<file path="src/rtl/cache_arb_pkg.sv">
// Shared encodings for the two-requester cache port arbiter.
package cache_arb_pkg;

  typedef enum logic [1:0] {
    ST_IDLE = 2'd0,
    ST_BUSY = 2'd1,
    ST_DONE = 2'd2
  } state_t;

  localparam logic MODE_READ  = 1'b0;
  localparam logic MODE_WRITE = 1'b1;

endpackage

</file>
<file path="src/rtl/cache_port_arbiter_rr_pick2.sv">
// Combinational two-way round-robin picker: on a tie the requester that was
// not served last wins.
module rr_pick2 (
  input  logic req0,
  input  logic req1,
  input  logic last,
  output logic valid,
  output logic win
);

  // Winner selection; win=1 means requester 1.
  always_comb begin
    valid = req0 | req1;
    if (req0 && req1) begin
      win = ~last;
    end else if (req1) begin
      win = 1'b1;
    end else begin
      win = 1'b0;
    end
  end

endmodule

</file>
<file path="src/rtl/cache_port_arbiter.sv">
// Shares one unhandshaked cache_and_ram port between two req/ack requesters,
// holding each granted transaction on the port for HOLD_CYCLES clocks.
module cache_port_arbiter
  import cache_arb_pkg::*;
#(
  parameter int ADDR_W      = 32,
  parameter int DATA_W      = 32,
  parameter int HOLD_CYCLES = 4
) (
  input  logic              clk,
  input  logic              reset,
  input  logic              req0,
  input  logic              req1,
  input  logic [ADDR_W-1:0] addr0,
  input  logic [ADDR_W-1:0] addr1,
  input  logic [DATA_W-1:0] wdata0,
  input  logic [DATA_W-1:0] wdata1,
  input  logic              mode0,
  input  logic              mode1,
  output logic              gnt0,
  output logic              gnt1,
  output logic              ack0,
  output logic              ack1,
  output logic [DATA_W-1:0] rdata0,
  output logic [DATA_W-1:0] rdata1,
  output logic [ADDR_W-1:0] mem_address,
  output logic [DATA_W-1:0] mem_data,
  output logic              mem_mode,
  input  logic [DATA_W-1:0] mem_out
);

  localparam logic [7:0] HOLD_LAST = 8'(HOLD_CYCLES - 1);

  state_t              state_r, state_s;
  logic [7:0]          cnt_r, cnt_s;
  logic                win_r, win_s;
  logic                last_r, last_s;
  logic                lmode_r, lmode_s;
  logic [ADDR_W-1:0]   addr_s;
  logic [DATA_W-1:0]   data_s, rdata0_s, rdata1_s;
  logic                mode_s, gnt0_s, gnt1_s, ack0_s, ack1_s;
  logic                pick_valid_s, pick_win_s;

  rr_pick2 u_pick (
    .req0  (req0),
    .req1  (req1),
    .last  (last_r),
    .valid (pick_valid_s),
    .win   (pick_win_s)
  );

  // Next-state and next-output logic; everything leaves through registers.
  always_comb begin
    state_s  = state_r;
    cnt_s    = cnt_r;
    win_s    = win_r;
    last_s   = last_r;
    lmode_s  = lmode_r;
    addr_s   = mem_address;
    data_s   = mem_data;
    mode_s   = mem_mode;
    gnt0_s   = gnt0;
    gnt1_s   = gnt1;
    ack0_s   = 1'b0;
    ack1_s   = 1'b0;
    rdata0_s = rdata0;
    rdata1_s = rdata1;
    case (state_r)
      ST_IDLE: begin
        mode_s = MODE_READ;
        if (pick_valid_s) begin
          win_s = pick_win_s;
          if (pick_win_s) begin
            addr_s  = addr1;
            data_s  = wdata1;
            lmode_s = mode1;
          end else begin
            addr_s  = addr0;
            data_s  = wdata0;
            lmode_s = mode0;
          end
          mode_s  = lmode_s;
          gnt0_s  = ~pick_win_s;
          gnt1_s  = pick_win_s;
          cnt_s   = HOLD_LAST;
          state_s = ST_BUSY;
        end else begin
          gnt0_s = 1'b0;
          gnt1_s = 1'b0;
        end
      end
      ST_BUSY: begin
        if (cnt_r == 8'd0) begin
          state_s = ST_DONE;
          last_s  = win_r;
          mode_s  = MODE_READ;
          ack0_s  = ~win_r;
          ack1_s  = win_r;
          // Only reads capture the cache output; writes leave rdata alone.
          if (lmode_r == MODE_READ) begin
            if (win_r) begin
              rdata1_s = mem_out;
            end else begin
              rdata0_s = mem_out;
            end
          end else begin
            rdata0_s = rdata0;
          end
        end else begin
          cnt_s = cnt_r - 8'd1;
        end
      end
      ST_DONE: begin
        state_s = ST_IDLE;
        gnt0_s  = 1'b0;
        gnt1_s  = 1'b0;
      end
      default: begin
        state_s = ST_IDLE;
        mode_s  = MODE_READ;
        gnt0_s  = 1'b0;
        gnt1_s  = 1'b0;
      end
    endcase
  end

  // State and output registers; reset also drops any in-flight write pulse.
  always_ff @(posedge clk or posedge reset) begin
    if (reset) begin
      state_r     <= ST_IDLE;
      cnt_r       <= 8'd0;
      win_r       <= 1'b0;
      last_r      <= 1'b1;
      lmode_r     <= MODE_READ;
      mem_address <= '0;
      mem_data    <= '0;
      mem_mode    <= MODE_READ;
      gnt0        <= 1'b0;
      gnt1        <= 1'b0;
      ack0        <= 1'b0;
      ack1        <= 1'b0;
      rdata0      <= '0;
      rdata1      <= '0;
    end else begin
      state_r     <= state_s;
      cnt_r       <= cnt_s;
      win_r       <= win_s;
      last_r      <= last_s;
      lmode_r     <= lmode_s;
      mem_address <= addr_s;
      mem_data    <= data_s;
      mem_mode    <= mode_s;
      gnt0        <= gnt0_s;
      gnt1        <= gnt1_s;
      ack0        <= ack0_s;
      ack1        <= ack1_s;
      rdata0      <= rdata0_s;
      rdata1      <= rdata1_s;
    end
  end

endmodule

</file>
<file path="config.mk">
export PLATFORM = sky130hd
export DESIGN_NAME = cache_port_arbiter
export DESIGN_NICKNAME = d
export VERILOG_FILES = /design/src/rtl/cache_arb_pkg.sv /design/src/rtl/cache_port_arbiter_rr_pick2.sv /design/src/rtl/cache_port_arbiter.sv
export SDC_FILE = /design/constraint.sdc
export NUM_CORES = 1
export LEC_CHECK = 0
export CAP_MARGIN = 40
export CELL_PAD_IN_SITES_DETAIL_PLACEMENT = 0
export CELL_PAD_IN_SITES_GLOBAL_PLACEMENT = 1
export CORE_MARGIN = 2
export CORE_UTILIZATION = 31
export CTS_CLUSTER_SIZE = 28
export DETAILED_ROUTE_END_ITERATION = 8
export GPL_ROUTABILITY_DRIVEN = 0
export PLACE_DENSITY_LB_ADDON = 0.1
export SYNTH_ARGS = -nofsm -noshare
export SYNTH_HDL_FRONTEND = slang
export SYNTH_SLANG_ARGS = --single-unit
</file>
<file path="constraint.sdc">
create_clock -name clk -period 7.6 [get_ports clk]
set_input_delay 2.28 -clock clk [delete_from_list [all_inputs] [get_ports clk]]
set_output_delay 2.28 -clock clk [all_outputs]
set_load 0.01 [all_outputs]
</file>
==> run summary, run 1 <==
The initial antenna violation count came out at 0. The worst endpoint required time came out at ~8 ns. The count of instances resized after the clock tree is built came out at 0. The cell taking the most area after synthesis is dfrtp_1. The floorplan die height came out at 146 um. The global-route usage over all layers is 16.8%. The actual transition at the worst max-transition pin came out at 0.744 ns. In the synthesized netlist the dominant register cell turns out to be dfrtp_1.

The leakage dissipation is 4.61 nW. The overall die area came out at between 20000 and 25000 um^2. The overall via count from detail_route is 4753.

The worst-case setup slack after placement came out at 2.82 ns. The length of the first detailed-routing pass in iterations is 4. The via count of the first global-routing pass is 5046.

The floorplan step set the die width to approximately 150 um. The floorplan core area came out at between 20000 and 25000 um^2. Sorting the synthesized cells by how often they occur yields dfrtp_1, nand2_1, o21ai_0, mux2i_1, mux2_2.

The detailed-route wire length per cell is 16.6 um. The number of standard-cell rows in the floorplan is between 50 and 60. Timing would allow up to 231 MHz.

The post-route netlist has 14.1% of its cells at a drive strength greater than 1. The final count of hold timing violations is 0. Summed over all nets, the switching power comes to 1.00 mW. The root buffer cell is clkbuf_16.

Yosys instantiated no cell more often than dfrtp_1. The number of buffers added on ports is around 300. The netlist uses 43 different library cells. The post-CTS setup buffer count is 0. The final net count came out at roughly 950. The final count of negative-setup-slack endpoints came out at 0. The number of primary I/O pins is 299. The path class of the tightest hold or removal check is flip-flop to flip-flop. The synthesized design contains 0 enable-type register cells. The cell count after synthesis came out at 491. The final-report max-slew violation count came out at 0. Counting every sink on the clock net gives 146. The area of the mapped netlist came out at 6270 um^2. The relative contribution of sequential cells to total power is 37.4%. During synthesis, Yosys emitted a total of 0 warnings. Headroom to the max-slew limit came out at 50.4%.

Ranked by total cell area, the synthesized netlist is headed by dfrtp_1, mux2i_1, mux2_4. The synthesized design contains 146 register bits. The antenna diode instance count is 0.

The detailed placement HPWL is 13.2 mm. TritonCTS built the clock tree. The number of H-tree branching levels came out at 4. The register area share after synthesis is 58.3%. The maximum vdd ir drop is about 150 uV. Adding up every negative setup slack in the final design gives 0 ns.

Buffers inserted during clock tree synthesis total 17. The portion of total power attributed to combinational logic came out at 36.7%. The post-detailed-route DRC marker count is 0. After synthesis, the largest area contributor takes up a little under 60% of total cell area. Dividing the synthesized area by the synthesized cell count gives 12.8 um^2.

The effective utilization at floorplan came out at 31.3%. In this run the remaining antenna-violating nets after routing total 0. The number of max-capacitance violations reported came out at 0. The area added between synthesis and finish came out at 62.2%. The net count of the mapped netlist is 658. The number of stages on the worst hold path came out at 2. Cells fill 50.8% of the core in the end. The wire length after detailed routing came out at between 15 and 20 mm. Net switching is 30.0% of the power. For this run, asynchronously set or reset flops after synthesis account for 100%.

Measured in cells, the most critical reg-to-reg path has a length of 7. The minimum clock period after layout came out at 4.33 ns. Of all nets on the critical path, the largest fanout is 87. Setup repair after global routing left no endpoint under its margin.

The largest net degree at the start of global routing is 88. STA classifies the critical path startpoint as an input port. The worst path meets setup with 3.27 ns of slack.

The clock power share is between 20% and 30%. The clock transition at the registers of the reported paths is 0.06 ns. The via-per-instance ratio is 4.45. The clock passes through at most 2 buffers.

The worst endpoint data arrival time is 4.68 ns. The quantity of hold-fixing buffers added after cts is 0. STA classifies the critical path endpoint as a flip-flop.

The share of the clock period used by the worst path after layout came out at 57.0%. The worst clock skew on the final layout came out at 0.0107 ns. The cell-internal power is about 2.3 mW. The power density over cell area is 328 nW/um^2. The first-pass GRT wire length is 28.0 mm. The run finished with clean final reports. The critical path start-end classification is input port to flip-flop. The latest clock arrival within the worst-skew pair came out at 0.42 ns. The detailed router finished its first iteration with 133 violations.

The overall overflow remaining after global route is 0.
-- cells by family after synthesis --
logic type	share of synthesized area, %
XOR/XNOR	0.140
multiplexers	24.2
flip-flops	58.3
adder cells (fa/ha/maj)	0.199
AO/OA/AOI/OAI	6.94
AND/OR/NAND/NOR	7.52
buffers and inverters	2.77
-- layout by cell type, fill, tap and decap left out, types with 2 or more instances in the layout --
cell and n:
mux2_4 30, clkinv_4 6, or3_1 2, inv_1 4, clkinvlp_4 2, clkbuf_16 17, mux2_2 34, inv_6 3
bufinv_16 3, clkdlybuf4s50_1 298, nor2_1 5, o211ai_1 3, dfrtp_1 145, o21ai_0 68, nand2_1 71, and2_1 2
or4b_1 2, buf_4 5, buf_16 2, nor2b_1 2, mux2i_1 67
-- worst max-delay path, cell delays in order --
cell,delay [ns]
clkdlybuf4s50_1,0.52
o21ai_4,0.16
buf_4,0.43
buf_4,0.67
or4b_1,0.49
nand2_1,0.08
-- routing by layer --
metal	global-route usage [%]	up-vias	wire (um)
met2	28.2	198	8490
met1	19.8	2232	7390
li1	-	2306	-
met4	5.10	0	271
met3	6.66	17	1570
met5	0	-	0
-- stage by stage --
step	total power [mW]	std cells	hold WS, ns	area [um^2]
after global routing	3.54	1069	0.502	10200
after global placement	2.47	1035	0.463	9510
after CTS	3.38	1069	0.485	10200
after detailed placement	2.50	1037	0.470	9560
final	3.33	1069	0.477	10200
after floorplan	1.75	491	0.455	6270
-- flip-flops by register name, indices dropped and copies added (netlist names) --
signal	flops
rdata1	32
ack1	1
lmode_r	1
ack0	1
gnt0	1
mem_data	32
last_r	1
mem_mode	1
rdata0	32
win_r	1
gnt1	1
state_r	2
cnt_r	8
mem_address	32
-- cell type report --
type	count	area, um^2
Clock inverter	14	180
Sequential cell	146	3650
Fill cell	1851	9870
Inverter	6	27.5
Clock buffer	18	429
Multi-Input combinational cell	310	2470
Tap cell	270	338
Timing Repair Buffer	305	3080
-- power by group through the flow --
| stage | registers [mW] | logic, mW | clock network (mW) |
|---|---|---|---|
| finish | 1.25 | 1.22 | 0.861 |
| CTS | 1.25 | 1.24 | 0.885 |
| global route | 1.29 | 1.32 | 0.922 |
| global placement | 1.25 | 1.23 | 0 |
| detailed placement | 1.26 | 1.24 | 0 |
| floorplan | 1.36 | 0.387 | 0 |
-- worst paths after layout --
kind / start / endpoint / slack [ns]
max in group asynchronous: reset / rdata0[15] / 4.15
hold reg to reg: mem_data[27] / mem_data[27] / 0.48
setup / recovery: req0 / cnt_r[7] / 3.27
min in group asynchronous: reset / rdata0[1] / 2.20
setup reg to reg: cnt_r[0] / rdata1[8] / 5.03
hold / removal: mem_data[27] / mem_data[27] / 0.48
Power figures use the tool's default switching activity.
==> run 2: changes to the inputs <==
==> constraint.sdc (replaced) <==
create_clock -name clk -period 4.2 [get_ports clk]
set_input_delay 1.26 -clock clk [delete_from_list [all_inputs] [get_ports clk]]
set_output_delay 1.26 -clock clk [all_outputs]
set_load 0.01 [all_outputs]
==> run 2 against run 1 <==
Net effect:
- combinational power up 84%
- total power rose by 81%
- clock power increased by 79%
- routed wire length fell by 2.0%
- critical path depth fell by 2
- non-clock buffer count grew 2
- sequential cell count stayed put
- worst setup slack got worse by 1.7 ns
- final cell count grew 0.28%
- worst hold slack got worse by 0.00087 ns
- first-iteration DRC count decreased by 30%
- largest cell class unchanged
==> run summary, run 2 (same netlist as run 1, synthesis figures left out) <==
The flow ran to the end, and the final reports show no timing, DRC or antenna violations. The overall die area came out at 21400 um^2. The maximum clock frequency came out at between 300 and 400 MHz. The worst setup path is captured at a flip-flop. The power density over cell area is 590 nW/um^2.

Walking the worst path, the cells encountered are clkdlybuf4s50_1, o21ai_4, buf_4, o21ai_0. The worst clock skew on the final layout came out at 0.00714 ns. The core region is about 20000 um^2.

The initial antenna violation count was 1. The worst endpoint data arrival time came out at 2.92 ns. The endpoint of the most critical register-to-register path is rdata1[7].

The die is 146 um tall. Measured in cells, the most critical reg-to-reg path has a length of 7. In the layout the commonest cells are clkdlybuf4s50_1, dfrtp_1, nand2_1.

Across the run, the number of max-cap violations was 0. The end point of the worst hold path is mem_address[3]. The largest incremental delay on the critical path came out at 0.53 ns. The setup TNS is 0 ns. Headroom to the max-slew limit came out at 53.1%. Once the clock tree was built, the resizer swapped 0 gates to a different size. The via-per-instance ratio is around 4.4.

The area of all placed cells without fillers is ~10000 um^2. The final count of negative-setup-slack endpoints came out at 0. The number of standard-cell rows in the floorplan came out at 52. The critical path start-end classification is input port to flip-flop. On the critical path, the stage with the largest delay is an instance of buf_4.

The net count of the finished layout is 955. The CTS sink count came out at 146. The worst hold slack is 0.477 ns. The length of the first detailed-routing pass in iterations came out at 4. The share of the clock period used by the worst path after layout came out at 63.2%. The maximum buffer depth of the clock tree came out at 2. Along the worst path, the maximum fanout reaches 64.

The overall power of the completed layout came out at ~6.0 mW. The first global-routing pass estimated 27.4 mm of wire. The number of primary I/O pins came out at ~300. The effective utilization at floorplan is about 31%. In the final layout, the share of cells above drive strength 1 is 14.2%. The number of stages on the worst hold path is 2. Clock latency on the worst-skew pair, taken at its later pin, is 0.41 ns. The area added between synthesis and finish came out at 62.6%. The HPWL after detailed placement is about 13 mm.

The number of buffers added on ports came out at 298. The leakage dissipation came out at around 4.6 nW. Setup repair after global routing left no endpoint under its margin. The number of buffers created by CTS is 17.

The tightest min-delay check is of the flip-flop to flip-flop type. STA classifies the critical path startpoint as an input port. The clock transition at the registers of the reported paths came out at approximately 0.06 ns. The post-CTS setup buffer count came out at 0. The most common library cell in the layout ignoring fill and taps is clkdlybuf4s50_1. For the pin with the worst max-slew slack, the measured transition is 0.703 ns. The die outline width came out at 146 um. The minimum clock period after layout came out at 2.65 ns.

For this block, the routed nets add up to 17.4 mm of wire. For this block, the via count after detailed routing is 4748. TritonCTS built the clock tree. The final standard cell utilization of the core is 50.9%. In this run the register-to-register setup slack is 1.58 ns. The post-detailed-route DRC marker count came out at 0. The clock tree synthesis step divided the H-tree into 4 levels. The detailed-route wire length per cell came out at 16.2 um.

The quantity of hold-fixing buffers added after cts is 0. The final count of hold timing violations came to 0. After the first detailed-routing iteration, the DRC count stood at 93. The startpoint identified for the worst register-to-register timing path is cnt_r[0]. Summed over all layers, the global routing overflow is 0. The largest net degree at the start of global routing is 66. The maximum vdd ir drop came out at approximately 270 uV. Across every metal layer, demand over resource in global routing totals approximately 16%. The startpoint identified for the worst hold timing path is mem_address[3]. The remaining antenna violation count after routing is 0. The final-report max-slew violation count came out at 0. The root buffer cell is clkbuf_16. The worst endpoint required time is 4.47 ns. The via count of the first global-routing pass is a little under 5k. The placed instance area came out at 9590 um^2.
-- run 2: worst max-delay path by stage --
stage	slack [ns]	cells past startpoint	endpoint	start
final	1.55	4	mem_data[27]	req0
after global routing	1.38	4	mem_data[8]	req0
after CTS	1.52	4	mem_data[22]	req0
after detailed placement	1.07	4	mem_address[27]	req0
after global placement	1.15	4	mem_address[13]	req0
after floorplan	1.11	1	ack0	reset
-- run 2: metal layers --
| layer | share of wire (%) | GRT usage (%) | vias to the layer above |
|---|---|---|---|
| li1 | - | - | 2303 |
| met1 | 41 | 20.1 | 2237 |
| met2 | 49 | 27.1 | 193 |
| met3 | 8.7 | 6.19 | 15 |
| met4 | 1.1 | 4.95 | 0 |
| met5 | 0 | 0 | - |
-- run 2: power breakdown --
| part | internal, mW | switching (mW) |
|---|---|---|
| sequential | 1.93 | 0.312 |
| combinational | 1.35 | 0.888 |
| clock | 0.953 | 0.582 |
| total | 4.23 | 1.78 |
-- run 2: final cells by class --
class	instances	area, um^2
well taps	270	338
diodes	1	2.50
clock buffers	20	447
fillers	1826	9840
flip-flops and latches	146	3650
clock inverters	12	155
inverters	6	26.3
multi-input cells	310	2470
repair buffers	307	3110
-- run 2: worst max-delay path: cells and delay by family --
family | cells | cell delay [ns]
AOI/OAI and AO/OA | 2 | 0.59
buffers and inverters | 2 | 1.04
-- run 2: stage by stage --
stage | instances | setup slack (ns)
3_3_place_gp | 1038 | 1.15
5_1_grt | 1071 | 1.38
6_report | 1072 | 1.55
2_1_floorplan | 491 | 1.11
4_1_cts | 1071 | 1.52
3_5_place_dp | 1039 | 1.07
==> run 3: changes to the inputs <==
--- a/config.mk
+++ b/config.mk
@@ -9,7 +9,7 @@
 export CELL_PAD_IN_SITES_DETAIL_PLACEMENT = 0
 export CELL_PAD_IN_SITES_GLOBAL_PLACEMENT = 1
 export CORE_MARGIN = 2
-export CORE_UTILIZATION = 31
+export CORE_UTILIZATION = 28
 export CTS_CLUSTER_SIZE = 28
 export DETAILED_ROUTE_END_ITERATION = 8
 export GPL_ROUTABILITY_DRIVEN = 0
==> constraint.sdc (replaced) <==
create_clock -name clk -period 2.25 [get_ports clk]
set_input_delay 0.675 -clock clk [delete_from_list [all_inputs] [get_ports clk]]
set_output_delay 0.675 -clock clk [all_outputs]
set_load 0.01 [all_outputs]
==> run 3 against run 2 <==
Net effect:
- sequential cell count stayed put
- sequential share of layout area is 0.93 points lower
- core utilization is 3.1 points lower
- routed wire length is 4.3% higher
- via count is 3.6% higher
- sequential power is 88% higher
- register-to-register slack worse by 1.4 ns
- critical path depth is 2 higher
- first-iteration DRC count is 48% higher
- combinational power is 90% higher
- clock-buffer cell count is 1 higher
- critical path type is now flip-flop to flip-flop
- largest cell class unchanged
- largest power group is now combinational logic
==> run summary, run 3 (same netlist as run 1, synthesis figures left out) <==
The effective utilization at floorplan is between 20% and 30%. The final count of hold timing violations came to 0. The actual transition at the worst max-transition pin is 0.478 ns. The remaining antenna violation count after routing came out at 0. After floorplanning, the core was sized to cover 21900 um^2. Including well taps, the total number of placed cells is 1075. The number of buffers added on ports came out at 298.

The category of the worst setup path launch point is a flip-flop. The minimum clock period after layout is between 2 and 2.5 ns. The TritonCTS clock tree is yes. In the final layout, flip-flops and latches occupy 3650 um^2.

The initial DRC count came out at 138. The worst clock skew on the final layout came out at between 0.007 and 0.008 ns. The area of all placed cells without fillers came out at 10500 um^2. Leaving out fill and tap cells, the most frequent cell in the layout is clkdlybuf4s50_1. CTS built an H-tree with a depth of 4. The detailed placement HPWL is 14.0 mm.

The post-detailed-route DRC marker count came out at 0. The quantity of hold-fixing buffers added after cts is 0. The critical path is of the flip-flop to flip-flop type. The worst-case setup slack after placement is -0.0620 ns. The detailed-route wire length per cell came out at 16.3 um. The tightest hold path in the finished design has a slack of 0.475 ns. The via-per-instance ratio came out at between 4 and 5. Timing would allow up to just under 500 MHz. The worst hold path belongs to the class flip-flop to flip-flop. The wire length after detailed routing came out at between 15 and 20 mm. In this run the tightest slew margin relative to its limit is around two thirds. The final count of negative-setup-slack endpoints is 0.

After clock tree synthesis, the setup repair step added 0 buffers. The largest net degree at the start of global routing is between 50 and 60. The fill cell instance count of the final layout is around 2k. The count of instances resized after the clock tree is built came out at 0. The overall overflow remaining after global route came out at 0. The final net count came out at 981.

The number of primary I/O pins is 299. The die outline width came out at 154 um. Measured along the y axis, the die boundary spans 154 um. The maximum vdd ir drop is 472 uV. The area added between synthesis and finish came out at 66.9%.

The placed instance area came out at 9870 um^2. Cells with a size suffix above 1 make up 16.8% of the layout. The share of the clock period used by the worst path after layout came out at 91.7%. The overall via count from detail_route is between 4k and 5k.

Across every metal layer, demand over resource in global routing totals 15.5%. The die covers 23600 um^2. The worst endpoint data arrival time is between 2 and 2.5 ns. The worst endpoint required time is 2.54 ns.

The setup slack of the critical path after layout is 0.187 ns. No sink is reached through more buffers than the 2 on the longest clock path. The kind of end point of the critical path is a flip-flop. The leakage dissipation is 4.78 nW. The highest net fanout along the worst path is 4.

The first global-routing pass estimated 28.7 mm of wire. The latest clock arrival within the worst-skew pair is 0.40 ns. The number of standard-cell rows in the floorplan came out at 54. The power density over cell area is 1080 nW/um^2. Before antenna repair, the detailed router went through 4 iterations.

Max-cap violations in this run came to 0. Setup repair after global routing left no endpoint under its margin. In this run, CTS created clock tree buffers numbering 17. The initial antenna violation count came to 1. The flow ran to the end, and the final reports show no timing, DRC or antenna violations. The clock transition at the registers of the reported paths came out at 0.06 ns. The post-route non-filler standard cell count is approximately 1.1k. The tree is rooted in a clkbuf_16. The CTS sink count came out at 146. The top cell types in the final layout, fill and taps aside, are clkdlybuf4s50_1, dfrtp_1, nand2_1. The area taken by multi-input logic gates came out at 2470 um^2. The final-report max-slew violation count is 0.

The via count of the first global-routing pass was between 5k and 6k. The setup TNS is 0 ns.
==> run 3: cell count changes in the layout (fill, tap and decap cells not counted), sizes merged <==
cell and change:
buf +26, clkbuf +1, clkinv -1, clkinvlp -1, inv +1
==> run 3: area by class of cell <==
class / count / share of cell area, %
multi-input cells: 310 / 23.6
well taps: 280 / 3.35
repair buffers: 333 / 32.2
flip-flops and latches: 146 / 34.9
clock buffers: 21 / 4.21
clock inverters: 11 / 1.45
diodes: 1 / 0.0239
inverters: 6 / 0.251
==> run 3: power breakdown <==
part / switching [mW] / total (mW) / internal, mW
combinational: 1.65 / 4.26 / 2.60
sequential: 0.604 / 4.21 / 3.61
clock: 1.09 / 2.84 / 1.76
total: 3.34 / 11.3 / 7.97
==> run 3: final timing paths <==
path                                 start              end  slack, ns  depth (start not counted)
setup / recovery                  cnt_r[0]         cnt_r[4]       0.19                          6
hold / removal             mem_address[30]  mem_address[30]       0.47                          2
setup reg to reg                  cnt_r[0]         cnt_r[4]       0.19                          6
hold reg to reg            mem_address[30]  mem_address[30]       0.47                          2
max in group asynchronous            reset           last_r       1.04                          3
min in group asynchronous            reset       rdata1[25]       0.62                          2
==> run 3: per-stage QoR <==
step	power (mW)	utilization, %
final	11.3	47.8
after global routing	12.0	47.8
after CTS	11.5	47.8
after detailed placement	8.57	45.1
after global placement	8.50	45.1
after floorplan	5.90	-
==> run 3: worst max-delay path, stage by stage (launching register included) <==
cell       delay [ns]
dfrtp_1          0.40
inv_1            0.07
ha_1             0.20
or3b_2           0.51
a2111oi_2        0.48
xor2_1           0.12
and2_1           0.17
==> run 3: routing by layer <==
metal / track usage, % / vias up / part of all wire [%]
li1: - / 2368 / -
met1: 19.8 / 2311 / 43
met2: 24.4 / 227 / 46
met3: 5.61 / 15 / 9.3
met4: 5.20 / 0 / 1.7
met5: 0 / - / 0
